File: src/rtl/multicycle_controller.sv
// Multicycle control FSM for a small RISC-V style datapath: FETCH/DECODE/EXECUTE/MEM/WB with
// a bounded data-memory wait, a retired-instruction counter, and an absorbing HALT on faults.
module multicycle_controller #(
  parameter int unsigned MEM_TIMEOUT = 15
) (
  input  logic        clk,
  input  logic        reset,
  input  logic [6:0]  opcode,
  input  logic [4:0]  rd,
  input  logic        zero,
  input  logic        mem_ready,
  output logic        ir_write_en,
  output logic        pc_write_en,
  output logic [1:0]  pc_src,
  output logic        reg_write_en,
  output logic [1:0]  wb_sel,
  output logic        alu_src,
  output logic        mem_read_en,
  output logic        mem_write_en,
  output logic [2:0]  state,
  output logic        halted,
  output logic [1:0]  fault,
  output logic [31:0] retired
);

  localparam logic [6:0] OpR      = 7'b0110011;
  localparam logic [6:0] OpIAlu   = 7'b0010011;
  localparam logic [6:0] OpLoad   = 7'b0000011;
  localparam logic [6:0] OpStore  = 7'b0100011;
  localparam logic [6:0] OpBranch = 7'b1100011;
  localparam logic [6:0] OpJal    = 7'b1101111;

  localparam logic [1:0] FaultNone    = 2'd0;
  localparam logic [1:0] FaultIllegal = 2'd1;
  localparam logic [1:0] FaultTimeout = 2'd2;

  localparam int unsigned CntW = $clog2(MEM_TIMEOUT + 1);

  typedef enum logic [2:0] {
    StFetch   = 3'd0,
    StDecode  = 3'd1,
    StExecute = 3'd2,
    StMem     = 3'd3,
    StWb      = 3'd4,
    StHalt    = 3'd7
  } state_e;

  state_e            state_q, state_d;
  logic [6:0]        op_q, op_d;
  logic [4:0]        rd_q, rd_d;
  logic [1:0]        fault_q, fault_d;
  logic [CntW-1:0]   wait_cnt_q, wait_cnt_d;
  logic [31:0]       retired_q, retired_d;
  logic              legal_op;
  logic              is_load;

  always_comb begin
    legal_op = (opcode == OpR) || (opcode == OpIAlu) || (opcode == OpLoad) ||
               (opcode == OpStore) || (opcode == OpBranch) || (opcode == OpJal);
    is_load  = (op_q == OpLoad);
  end

  always_comb begin
    state_d      = state_q;
    op_d         = op_q;
    rd_d         = rd_q;
    fault_d      = fault_q;
    wait_cnt_d   = wait_cnt_q;
    ir_write_en  = 1'b0;
    pc_write_en  = 1'b0;
    pc_src       = 2'd0;
    reg_write_en = 1'b0;
    wb_sel       = 2'd0;
    alu_src      = 1'b0;
    mem_read_en  = 1'b0;
    mem_write_en = 1'b0;

    // Outputs are combinational from state, so they are gated to keep everything quiet in reset.
    if (!reset) begin
      case (state_q)
        StFetch: begin
          ir_write_en = 1'b1;
          state_d     = StDecode;
        end
        StDecode: begin
          op_d = opcode;
          rd_d = rd;
          if (legal_op) begin
            state_d = StExecute;
          end else begin
            state_d = StHalt;
            fault_d = FaultIllegal;
          end
        end
        StExecute: begin
          case (op_q)
            OpR: state_d = StWb;
            OpIAlu: begin
              alu_src = 1'b1;
              state_d = StWb;
            end
            OpLoad, OpStore: begin
              alu_src    = 1'b1;
              wait_cnt_d = '0;
              state_d    = StMem;
            end
            OpBranch: begin
              pc_write_en = 1'b1;
              pc_src      = zero ? 2'd1 : 2'd0;
              state_d     = StFetch;
            end
            OpJal: begin
              pc_write_en  = 1'b1;
              pc_src       = 2'd2;
              reg_write_en = (rd_q != 5'd0);
              wb_sel       = 2'd2;
              state_d      = StFetch;
            end
            default: begin
              state_d = StHalt;
              fault_d = FaultIllegal;
            end
          endcase
        end
        StMem: begin
          mem_read_en  = is_load;
          mem_write_en = !is_load;
          if (mem_ready) begin
            if (is_load) begin
              state_d = StWb;
            end else begin
              pc_write_en = 1'b1;
              state_d     = StFetch;
            end
          end else begin
            wait_cnt_d = wait_cnt_q + CntW'(1);
            if (wait_cnt_d == CntW'(MEM_TIMEOUT)) begin
              state_d = StHalt;
              fault_d = FaultTimeout;
            end
          end
        end
        StWb: begin
          reg_write_en = (rd_q != 5'd0);
          wb_sel       = is_load ? 2'd1 : 2'd0;
          pc_write_en  = 1'b1;
          state_d      = StFetch;
        end
        StHalt: ;
        default: begin
          state_d = StHalt;
          fault_d = FaultIllegal;
        end
      endcase
    end

    retired_d = retired_q + {31'd0, pc_write_en};
  end

  always_ff @(posedge clk or posedge reset) begin
    if (reset) begin
      state_q    <= StFetch;
      op_q       <= 7'd0;
      rd_q       <= 5'd0;
      fault_q    <= FaultNone;
      wait_cnt_q <= '0;
      retired_q  <= 32'd0;
    end else begin
      state_q    <= state_d;
      op_q       <= op_d;
      rd_q       <= rd_d;
      fault_q    <= fault_d;
      wait_cnt_q <= wait_cnt_d;
      retired_q  <= retired_d;
    end
  end

  assign state   = state_q;
  assign halted  = (state_q == StHalt);
  assign fault   = fault_q;
  assign retired = retired_q;

endmodule
File: config.mk
export PLATFORM = sky130hd
export DESIGN_NAME = multicycle_controller
export DESIGN_NICKNAME = d
export VERILOG_FILES = /design/src/rtl/multicycle_controller.sv
export SDC_FILE = /design/constraint.sdc
export NUM_CORES = 1
export LEC_CHECK = 0
export BUFFER_PORTS_ARGS = -buffer_cell sky130_fd_sc_hd__clkbuf_2
export CORE_UTILIZATION = 40
export CTS_BUF_LIST = sky130_fd_sc_hd__clkbuf_16
export CTS_CLUSTER_DIAMETER = 30
export CTS_CLUSTER_SIZE = 24
export DETAILED_ROUTE_END_ITERATION = 6
export HOLD_SLACK_MARGIN = 0.02
export PLACE_DENSITY_LB_ADDON = 0.25
export SLEW_MARGIN = 20
export SYNTH_ARGS = -nofsm -noshare
export SYNTH_HDL_FRONTEND = slang
export SYNTH_SLANG_ARGS = --single-unit
File: constraint.sdc
create_clock -name clk -period 3.25 [get_ports clk]
set_clock_uncertainty 0.2 [all_clocks]
set_input_delay 0.65 -clock clk [delete_from_list [all_inputs] [get_ports clk]]
set_output_delay 0.65 -clock clk [all_outputs]
set_load 0.02 [all_outputs]
Word level (Yosys, flattened, before mapping)

Cells that the tools add are included.

Add/subtract/negate cells: 2
Equality and inequality tests: 24
Muxes and demuxes: 39
Bitwise gates (word level): 3
Reduce and logical (&&, ||, !) cells: 19

Operators by type and width:

| cell                                                            | number |
|---|---|
| 32-bit by 1-bit adder with 32-bit output                        | 1 |
| 7-bit by 6-bit == test with 1-bit output, second input constant | 4 |
| 7-bit == test, second input constant                            | 4 |
| 3-bit one-hot mux with 6 select lines                           | 1 |
| 1-bit 2-to-1 mux                                                | 17 |
| 2-bit 2-to-1 mux                                                | 8 |
| 7-bit by 2-bit == test with 1-bit output, second input constant | 2 |
| 7-bit by 5-bit == test with 1-bit output, second input constant | 2 |
| 3-bit 2-to-1 mux                                                | 4 |
| 2-bit != test, second input constant                            | 5 |
| 3-bit one-hot mux with 3 select lines                           | 1 |
| 4-bit 2-to-1 mux                                                | 2 |
| 2-bit one-hot mux with 2 select lines                           | 2 |
| 2-bit one-hot mux with 4 select lines                           | 1 |
| 4-bit one-hot mux with 2 select lines                           | 1 |
| 3-bit by 2-bit == test with 1-bit output, second input constant | 2 |
| 3-bit == test, second input constant                            | 2 |
| 6-bit AND reduction                                             | 1 |
| 2-bit OR reduction                                              | 3 |
| 3-bit OR reduction                                              | 2 |
| 6-bit OR reduction                                              | 1 |
| 1-bit logical OR                                                | 5 |
| 5-bit nonzero test                                              | 1 |
| 4-bit by 1-bit adder with 4-bit output, second input constant   | 1 |
| other kinds (12)                                                | 14 |

Register bits: 53
Bits of input ports: 16
Output and inout bits: 48
Logic and storage cells: 93

Depth between registers and ports, before layout

Gate-level depths: netlist (run 1).

Depth after elaboration: 8
Mapped depth: 12

Least setup slack after synthesis (run 1)

OpenSTA, ideal clock, no wires.

Path kind: input to register
From: input reset
To: register op_q[0]
Library setup time: 0.125 ns
Data arrival time: 2.951 ns
Setup slack: -0.026 ns
Stages on the path: 6
Buffers on the path: 3
Cells stage by stage: buf_4 > inv_1 > and3_1 > buf_2 > buf_2 > mux2_2

Cells in the longest elaborated chain, start to end: 2

RTL lines:

| item                                 | RTL line | RTL |
|---|---|---|
| start, declared                      | 7        | `input logic reset,` |
| 1-bit inverter (no source line)      | n/a      |  |
| 2-bit AND reduction (no source line) | n/a      |  |
| end signal, assigned                 | 170      | `op_q <= op_d;` |
| end, declared                        | 49       | `logic [6:0] op_q, op_d;` |

Every way passes these cells.
A chain may end at the register's enable or synchronous reset.

Worst setup path after layout (run 1)

From: register op_q[4]
To: register retired_q[18], in the netlist retired[18]

Cells in the longest elaborated chain, start to end: 6
Elaborated cells between the ends (all ways): 10
Those cells by class: 1 x add/sub; 3 x eq/ne; 5 x mux; 1 x reduce/logical

RTL lines:

| item                                                                             | RTL line | RTL |
|---|---|---|
| 7-bit by 2-bit == test with 1-bit output / 7-bit == test (equally long branches) | 60, 96   |  |
| 1-bit 2-to-1 mux / 2-bit OR reduction (equally long branches)                    | n/a      |  |
| 1-bit 2-to-1 mux, on equally long branches                                       | 128, 96  |  |
| 1-bit one-hot mux with 3 select lines *                                          | 80       | `case (state_q)` |
| 1-bit 2-to-1 mux *                                                               | 79       | `if (!reset) begin` |
| 32-bit by 1-bit adder with 32-bit output *                                       | 157      | `retired_d = retired_q + {31'd0, pc_write_en};` |
| net retired_d[18]                                                                | 53       | `logic [31:0] retired_q, retired_d;` |
| end signal, assigned                                                             | 174      | `retired_q <= retired_d;` |
| end, declared                                                                    | 53       |  |

The timed path passes the listed nets; every way through them passes the cells marked *.

==> summary.md, run 1 <==
| Metric | Value |
|---|---|
| CTS clk-pin slew, worst paths | 70 ps |
| Largest family of logic cells by synthesized area | simple AND/OR/NAND/NOR gates |
| Die Y | 84.2 um |
| DP HPWL | 4360 um |
| Reg2reg start | op_q[4] |
| CP required | 3220 ps |
| Die area | 7090 um^2 |
| Hold_ws | 268 ps |
| Crit-path max FO | 6 |
| Status | finished, violations left |
| Max-cap viol count | 0 |
| Synth cell types | 46 |
| Post-synthesis mux area share | 4.54% |
| Worst path cell trace | nor2b_2 -> nand4_2 -> a211o_1 -> a21o_1 -> a21oi_2 -> ha_2 -> ha_1 -> and3_1 -> and3_1 -> nand4_1 -> xnor2_1 |
| Post-CTS Setup Inserts | 0 |
| Worst EP arrival | between 2000 and 3000 ps |
| Slew headroom | 52.5% |
| Leak | ~1.5 nW |
| Number of clock sinks | 53 |
| Routed vias/inst | 5.32 |
| Post-synth EDFFs | 0 |
| RSZ-0062 raised after global routing | false |
| Synth area leader | dfrtp_1 |
| Overall Global Routing Usage | 17.3% |
| Worst Tran Pin Value | a little over 700 ps |
| Starting density of the core | between 40% and 50% |
| Syn. warnings | 0 |
| Row Count | 29 |
| Footprint of the multi-input gates | 1300 um^2 |
| WL/cell | 14.7 um |
| GP Congestion | about 0.91 |
| Area share of the largest cell type after synthesis | 49.1% |
| Cell repeated most along the worst path | and3_1 |
| Crit path to | retired[18] |
| Largest net degree at the start of global routing | 58 |
| Num ports | 64 |
| Minimum period implied by the final worst setup slack | ~3000 ps |
| R2R depth | 11 |
| Share of cells above drive strength 1 | 30.5% |
| H-tree levels | 2 |
| Worst min path class | reg -> reg |
| Vias in the first global route | 1989 |
| Critical Path Max Stage Delay | 450 ps |
| Pwr Density | around 450 nW/um^2 |
| Critical path launch point | op_q[4] |
| Pre-CTS setup slack | 187 ps |
| # fillers | 586 |
| Most frequent cells in the layout | 63 x clkbuf_2, 53 x dfrtp_1, 25 x nand2_1, 25 x xnor2_1, 15 x nor2_1 |
| DRT Wirelength | 5930 um |
| Setup violators final | 0 |
| Global-route wire length before repair | 9790 um |
| Die width | 84.2 um |
| IO buf count | 63 |
| Final Slew Violations | 0 |
| Clock buffers created by TritonCTS | 5 |
| Net Count, Synth | 280 |
| Final hold vios | 0 |
| CTS tree | done |
| Post-synthesis compound-gate area fraction | 9.12% |
| Worst VDD drop | about 0.00026 V |
| TNS Setup | 0 ps |
| Top cells by area, synth | dfrtp_1 49%, xnor2_1 8.1%, mux2_2 4.2% |
| Clk buf depth | 2 |
| Crit start category | flop |
| Post-Syn Instances | 260 |
| Finished Core Util | 50.9% |
| CP Class | reg -> reg |
| Fmax | 331 MHz |
| Ant. Diodes | 0 |
| Synth Flop Type | dfrtp_1 |
| Remaining routing DRC violations | 8 |
| Seq/Total Area, Yosys | between 40% and 50% |
| Xor/xnor share of the synthesized area | a little over a tenth |
| Slowest CP cell | dfrtp_1 |
| Final ANT Viol Nets | 0 |
| Sequential cell area | around 1300 um^2 |
| Crit end category | flop |
| Syn avg cell area | about 10 um^2 |
| Violated checks | design-rule violations |
| Post-synth ARST share | between 90% and 100% |
| Net count, final | 345 |
| Hold-fix buffers, CTS | 0 |
| Core footprint | 6420 um^2 |
| Total grt overflow | 0 |
| Synth Cell Area | 2700 um^2 |
| Final worst-path cycle share | around 93% |
| Synth Register Bits | 53 |
| DR pass1 iterations | 6 |
| Most common cell after layout, fill and taps aside | clkbuf_2 |
| Clk_lat worst skew | 290 ps |
| Total number of vias | approximately 2100 |
| Adder-cell share of the synthesized area | 1.85% |
| Initial antenna violation count | 0 |
| Root buf cell | clkbuf_16 |
| Worst setup margin | 225 ps |
| Initial drt markers | between 70 and 80 |
| Syn-to-layout area delta | 21.0% |
| Reg2Reg Setup Slack | 220 ps |
| R2r endpoint | retired[18] |
| Post-synthesis simple-gate area fraction | 21.7% |
## state kept, by name, indices dropped and copies added, names as in the netlist
register,cells
fault,2
wait_cnt_q,4
op_q,7
retired,32
state,3
rd_q,5
## metrics by stage
stage | cell area [um^2] | power (W) | cells
4_1_cts | 3260 | 0.00149 | 402
3_5_place_dp | 3100 | 0.000887 | 395
3_3_place_gp | 3100 | 0.000884 | 395
2_1_floorplan | 2710 | 0.000836 | 260
6_report | 3270 | 0.00147 | 402
5_1_grt | 3270 | 0.00153 | 402
## how the worst min path moves through the flow
| stage | to | from | slack [ps] | cells past startpoint |
|---|---|---|---|---|
| finish | retired[31] | retired[31] | 270 | 1 |
| global route | retired[31] | retired[31] | 280 | 1 |
| CTS | retired[31] | retired[31] | 270 | 1 |
| detailed placement | retired[31] | retired[31] | 260 | 1 |
| global placement | retired[31] | retired[31] | 260 | 1 |
| floorplan | wait_cnt_q[2] | wait_cnt_q[2] | 280 | 1 |
## cell usage after synthesis (all sizes together) (3+ instances only)
library cell	n
a2111oi	3
a21oi	5
and3	9
buf	7
dfrtp	53
ha	4
inv	9
mux2	10
nand2	25
nand2b	6
nand3	16
nand4	11
nor2	15
nor2b	3
nor3	9
nor4	5
o211ai	3
o21ai	10
or2	3
xnor2	25
xor2	8
## where the power goes
group          leakage (nW)  switching [W]  internal [W]
clock network        0.0803       0.000237      0.000362
registers             0.694      0.0000424      0.000702
logic                 0.734      0.0000785     0.0000510
total                  1.51       0.000357       0.00112
## final cells by class
type                            instances  area share [%]
Tap cell                               77            2.95
Timing Repair Buffer                   67            10.6
Sequential cell                        53            40.6
Clock inverter                          2            1.19
Multi-Input combinational cell        189            39.8
Inverter                                9            1.15
Clock buffer                            5            3.83
## worst max-delay path, delay by kind of cell, from the launching register on
kind / cells / cell delay [ps]
compound gates: 3 / 680
xor+xnor: 1 / 150
fa+ha+maj: 2 / 460
flops: 1 / 450
simple gates: 5 / 980
## kinds of logic (layout without fill, tap and decap cells)
| family | after synthesis | after routing |
|---|---|---|
| AOI/OAI and AO/OA | 33 | 33 |
| adders and majority gates | 4 | 4 |
| DFF | 53 | 53 |
| buffers and inverters | 18 | 83 |
| xor gates and xnor gates | 33 | 33 |
| muxes | 11 | 11 |
| and+or+nand+nor | 108 | 108 |
## per-layer routing
metal  track usage [%]  share of wire, %  up-vias
met1              25.5                50     1032
met5                 0                 0        -
li1                  -                 -     1045
met3              3.93               4.5        8
met2              25.6                44       54
met4              5.02               1.6        0
## timing repair
action / in CTS / in global routing
setup endpoints to repair: 0 / 4
resized for setup: 0 / 2
hold endpoints to repair: 0 / 0
Power figures use the tool's default switching activity.
==> inputs of run 2 (changes only) <==
--- a/config.mk
+++ b/config.mk
@@ -5,6 +5,7 @@
 export SDC_FILE = /design/constraint.sdc
 export NUM_CORES = 1
 export LEC_CHECK = 0
+export ABC_AREA = 1
 export BUFFER_PORTS_ARGS = -buffer_cell sky130_fd_sc_hd__clkbuf_2
 export CORE_UTILIZATION = 40
 export CTS_BUF_LIST = sky130_fd_sc_hd__clkbuf_16
@@ -13,6 +14,7 @@
 export DETAILED_ROUTE_END_ITERATION = 6
 export HOLD_SLACK_MARGIN = 0.02
 export PLACE_DENSITY_LB_ADDON = 0.25
+export SKIP_LAST_GASP = 1
 export SLEW_MARGIN = 20
 export SYNTH_ARGS = -nofsm -noshare
 export SYNTH_HDL_FRONTEND = slang
==> run 2 against run 1 <==
Compared with the run above:
- the run now ends clean
- cell area up 8.1%
- total power up 49%
- via count up 17%
- critical endpoint is now retired[20]
- largest power group unchanged
- register-to-register slack better by 160 ps
- highest routed layer unchanged
- combinational power rose to 5.2 times the previous value
- critical path type unchanged
- clock-buffer cell count unchanged
- sequential share of layout area down 3.0 points
- die area up 8.4%
- flip-flop and latch count unchanged
- core utilization about the same
==> summary.md, run 2 <==
| Metric | Value |
|---|---|
| Syn-to-layout area delta | 20.5% (was 21.0%) |
| Crit path to | retired[20] (was retired[18]) |
| Pwr Density | 620 nW/um^2 (was 450 nW/um^2) |
| Core footprint | 6940 um^2 (was 6420 um^2) |
| Post-synth ARST share | 100% (unchanged) |
| Synth Flop Type | dfrtp_1 (unchanged) |
| Net count, final | 444 (was 345) |
| Post-CTS Setup Inserts | 0 (unchanged) |
| Synth Cell Area | 2930 um^2 (was 2700 um^2) |
| Count leader, synth | nand2_1 (was dfrtp_1) |
| Die area | 7680 um^2 (was 7090 um^2) |
| Root buf cell | clkbuf_16 (unchanged) |
| Final instance area | 3530 um^2 (was 3270 um^2) |
| Minimum period implied by the final worst setup slack | 2860 ps (was 3030 ps) |
| Largest net degree at the start of global routing | 36 (was 58) |
| Worst min path class | in -> async (was reg -> reg) |
| Syn. warnings | 0 (unchanged) |
| Worst VDD drop | 0.000295 V (was 0.000262 V) |
| Final worst-path cycle share | 88.1% (was 93.1%) |
| Total number of vias | 2503 (was 2139) |
| Synth Register Bits | 53 (unchanged) |
| Clk buf depth | 2 (unchanged) |
| TNS Setup | 0 ps (unchanged) |
| Crit end category | flop (unchanged) |
| CP Class | reg -> reg (unchanged) |
| Clock buffers created by TritonCTS | 5 (unchanged) |
| Num ports | 64 (unchanged) |
| Placed cell count | 513 (was 395) |
| Initial antenna violation count | 0 (unchanged) |
| H-tree levels | 2 (unchanged) |
| Most frequent cells in the layout | 90 x nand2_1, 63 x clkbuf_2, 53 x dfrtp_1, 48 x nor2_1, 32 x inv_1 (was 63 x clkbuf_2, 53 x dfrtp_1, 25 x nand2_1, 25 x xnor2_1, 15 x nor2_1) |
| Status | finished clean (was finished, violations left) |
| Vias in the first global route | 2402 (was 1989) |
| Clk_lat worst skew | 290 ps (about the same) |
| DR pass1 iterations | 4 (was 6) |
| WL/cell | 13.1 um (was 14.7 um) |
| Row Count | 30 (was 29) |
| Final ANT Viol Nets | 0 (unchanged) |
| Fmax | 349 MHz (was 331 MHz) |
| Most common cell after layout, fill and taps aside | nand2_1 (was clkbuf_2) |
| Number of clock sinks | 53 (unchanged) |
| Top cells by area, synth | dfrtp_1 45%, nand2_1 12%, nor2_1 6.1% (was dfrtp_1 49%, xnor2_1 8.1%, mux2_2 4.2%) |
| DRT Wirelength | 6790 um (was 5930 um) |
| Synth cell types | 35 (was 46) |
| Worst Tran Pin Value | 431 ps (was 713 ps) |
| Ant. Diodes | 0 (unchanged) |
| Share of cells above drive strength 1 | 24.5% (was 30.5%) |
| Global-route wire length before repair | 11500 um (was 9790 um) |
| Slew headroom | 71.2% (was 52.5%) |
| Setup violators final | 0 (unchanged) |
| Post-DP Area | 3370 um^2 (was 3100 um^2) |
| Leak | 1.80 nW (was 1.51 nW) |
| Post-Syn Instances | 353 (was 260) |
| Seq/Total Area, Yosys | 45.2% (was 49.1%) |
| Die width | 87.6 um (was 84.2 um) |
| CP required | 3250 ps (was 3220 ps) |
| Total grt overflow | 0 (unchanged) |
| Area share of the largest cell type after synthesis | 45.2% (was 49.1%) |
| Final hold vios | 0 (unchanged) |
| CTS clk-pin slew, worst paths | 60 ps (was 70 ps) |
| Remaining routing DRC violations | 0 (was 8) |
| Commonest cells post-synth | 90 x nand2_1, 53 x dfrtp_1, 48 x nor2_1 (was 53 x dfrtp_1, 25 x nand2_1, 25 x xnor2_1) |
| Syn avg cell area | 8.31 um^2 (was 10.4 um^2) |
| Crit start category | flop (unchanged) |
| DP HPWL | 5350 um (was 4360 um) |
| R2r endpoint | retired[20] (was retired[18]) |
| Starting density of the core | 42.3% (was 42.1%) |
| Max-cap viol count | 0 (unchanged) |
| Routed vias/inst | 4.81 (was 5.32) |
| IO buf count | 63 (unchanged) |
| CTS resizes | 0 (unchanged) |
| Max reg flops | 32 (unchanged) |
| Overall Global Routing Usage | 19.7% (was 17.3%) |
| Final Slew Violations | 0 (unchanged) |
| Finished Layout Cells | 520 (was 402) |
| Reg2reg start | op_q[3] (was op_q[4]) |
| Total power | 0.00219 W (was 0.00147 W) |
| Hold-fix buffers, CTS | 0 (unchanged) |
| R2R depth | 14 (was 11) |
| CTS tree | done (unchanged) |
| Net Count, Synth | 373 (was 280) |
| RSZ-0062 raised after global routing | false (unchanged) |
| Synth area leader | dfrtp_1 (unchanged) |
| Critical path launch point | op_q[3] (was op_q[4]) |
| Initial drt markers | 120 (was 77) |
| Die Y | 87.6 um (was 84.2 um) |
| Post-synth EDFFs | 0 (unchanged) |
| Crit-path max FO | 5 (was 6) |
| GP Congestion | 0.840 (was 0.910) |
| Reg2Reg Setup Slack | 390 ps (was 220 ps) |
| Worst EP arrival | 2870 ps (was 2990 ps) |
[run 2: area by class of cell]
class / instances / area (um^2)
fillers: 662 / 3410
multi-input cells: 263 / 1460
flip-flops and latches: 53 / 1330
repair buffers: 65 / 330
inverters: 36 / 136
clock buffers: 5 / 125
well taps: 96 / 120
clock inverters: 2 / 35.0
[run 2: power breakdown]
| part | internal (W) | switching (W) | total, W |
|---|---|---|---|
| Sequential | 0.000804 | 0.000142 | 0.000945 |
| Clock | 0.000358 | 0.000222 | 0.000579 |
| Combinational | 0.000242 | 0.000425 | 0.000667 |
[run 2: worst min path at each step]
stage                  start       end  slack, ps  cells after the start
floorplan            op_q[0]   op_q[0]        280                      1
global placement    fault[0]  fault[0]        250                      2
detailed placement  fault[1]  fault[1]        260                      2
CTS                    reset   op_q[6]        110                      2
global route           reset   op_q[4]        110                      2
finish                 reset   op_q[4]        110                      2
[run 2: cell families (layout without fill, tap and decap cells)]
group | count (synthesis) | in the layout | synth area share (%)
flops | 53 | 53 | 45.2
mux | 7 | 7 | 2.69
buf+inv | 37 | 108 | 4.99
xor+xnor | 30 | 30 | 8.96
fa+ha+maj | 4 | 4 | 1.71
simple gates | 202 | 202 | 32.2
compound gates | 20 | 20 | 4.31
[run 2: per-stage QoR]
step	setup slack, ps	hold WS [ps]	util, %
floorplan	377	279	-
global placement	543	254	48.6
detailed placement	423	260	48.6
CTS	417	107	50.9
global route	71.0	111	50.9
finish	387	113	50.9
[run 2: metal layers]
layer | global-route usage [%] | share of wire (%) | vias to the layer above
met3 | 3.49 | 3.8 | 5
met4 | 5.22 | 0.96 | 0
li1 | - | - | 1279
met1 | 25.4 | 47 | 1163
met5 | 0 | 0 | -
met2 | 34.1 | 49 | 56
[run 2: critical path, stage by stage (launching register included)]
cell and delay, ps:
dfrtp_1 400, inv_1 60, nand2_1 40, nor2_1 230, nand2_1 170, nand2_1 110, a21oi_1 60, a21oi_1 220
ha_1 270, ha_1 290, nand2_1 80, nor2_1 150, inv_1 80, nor3_1 230, xor2_1 200
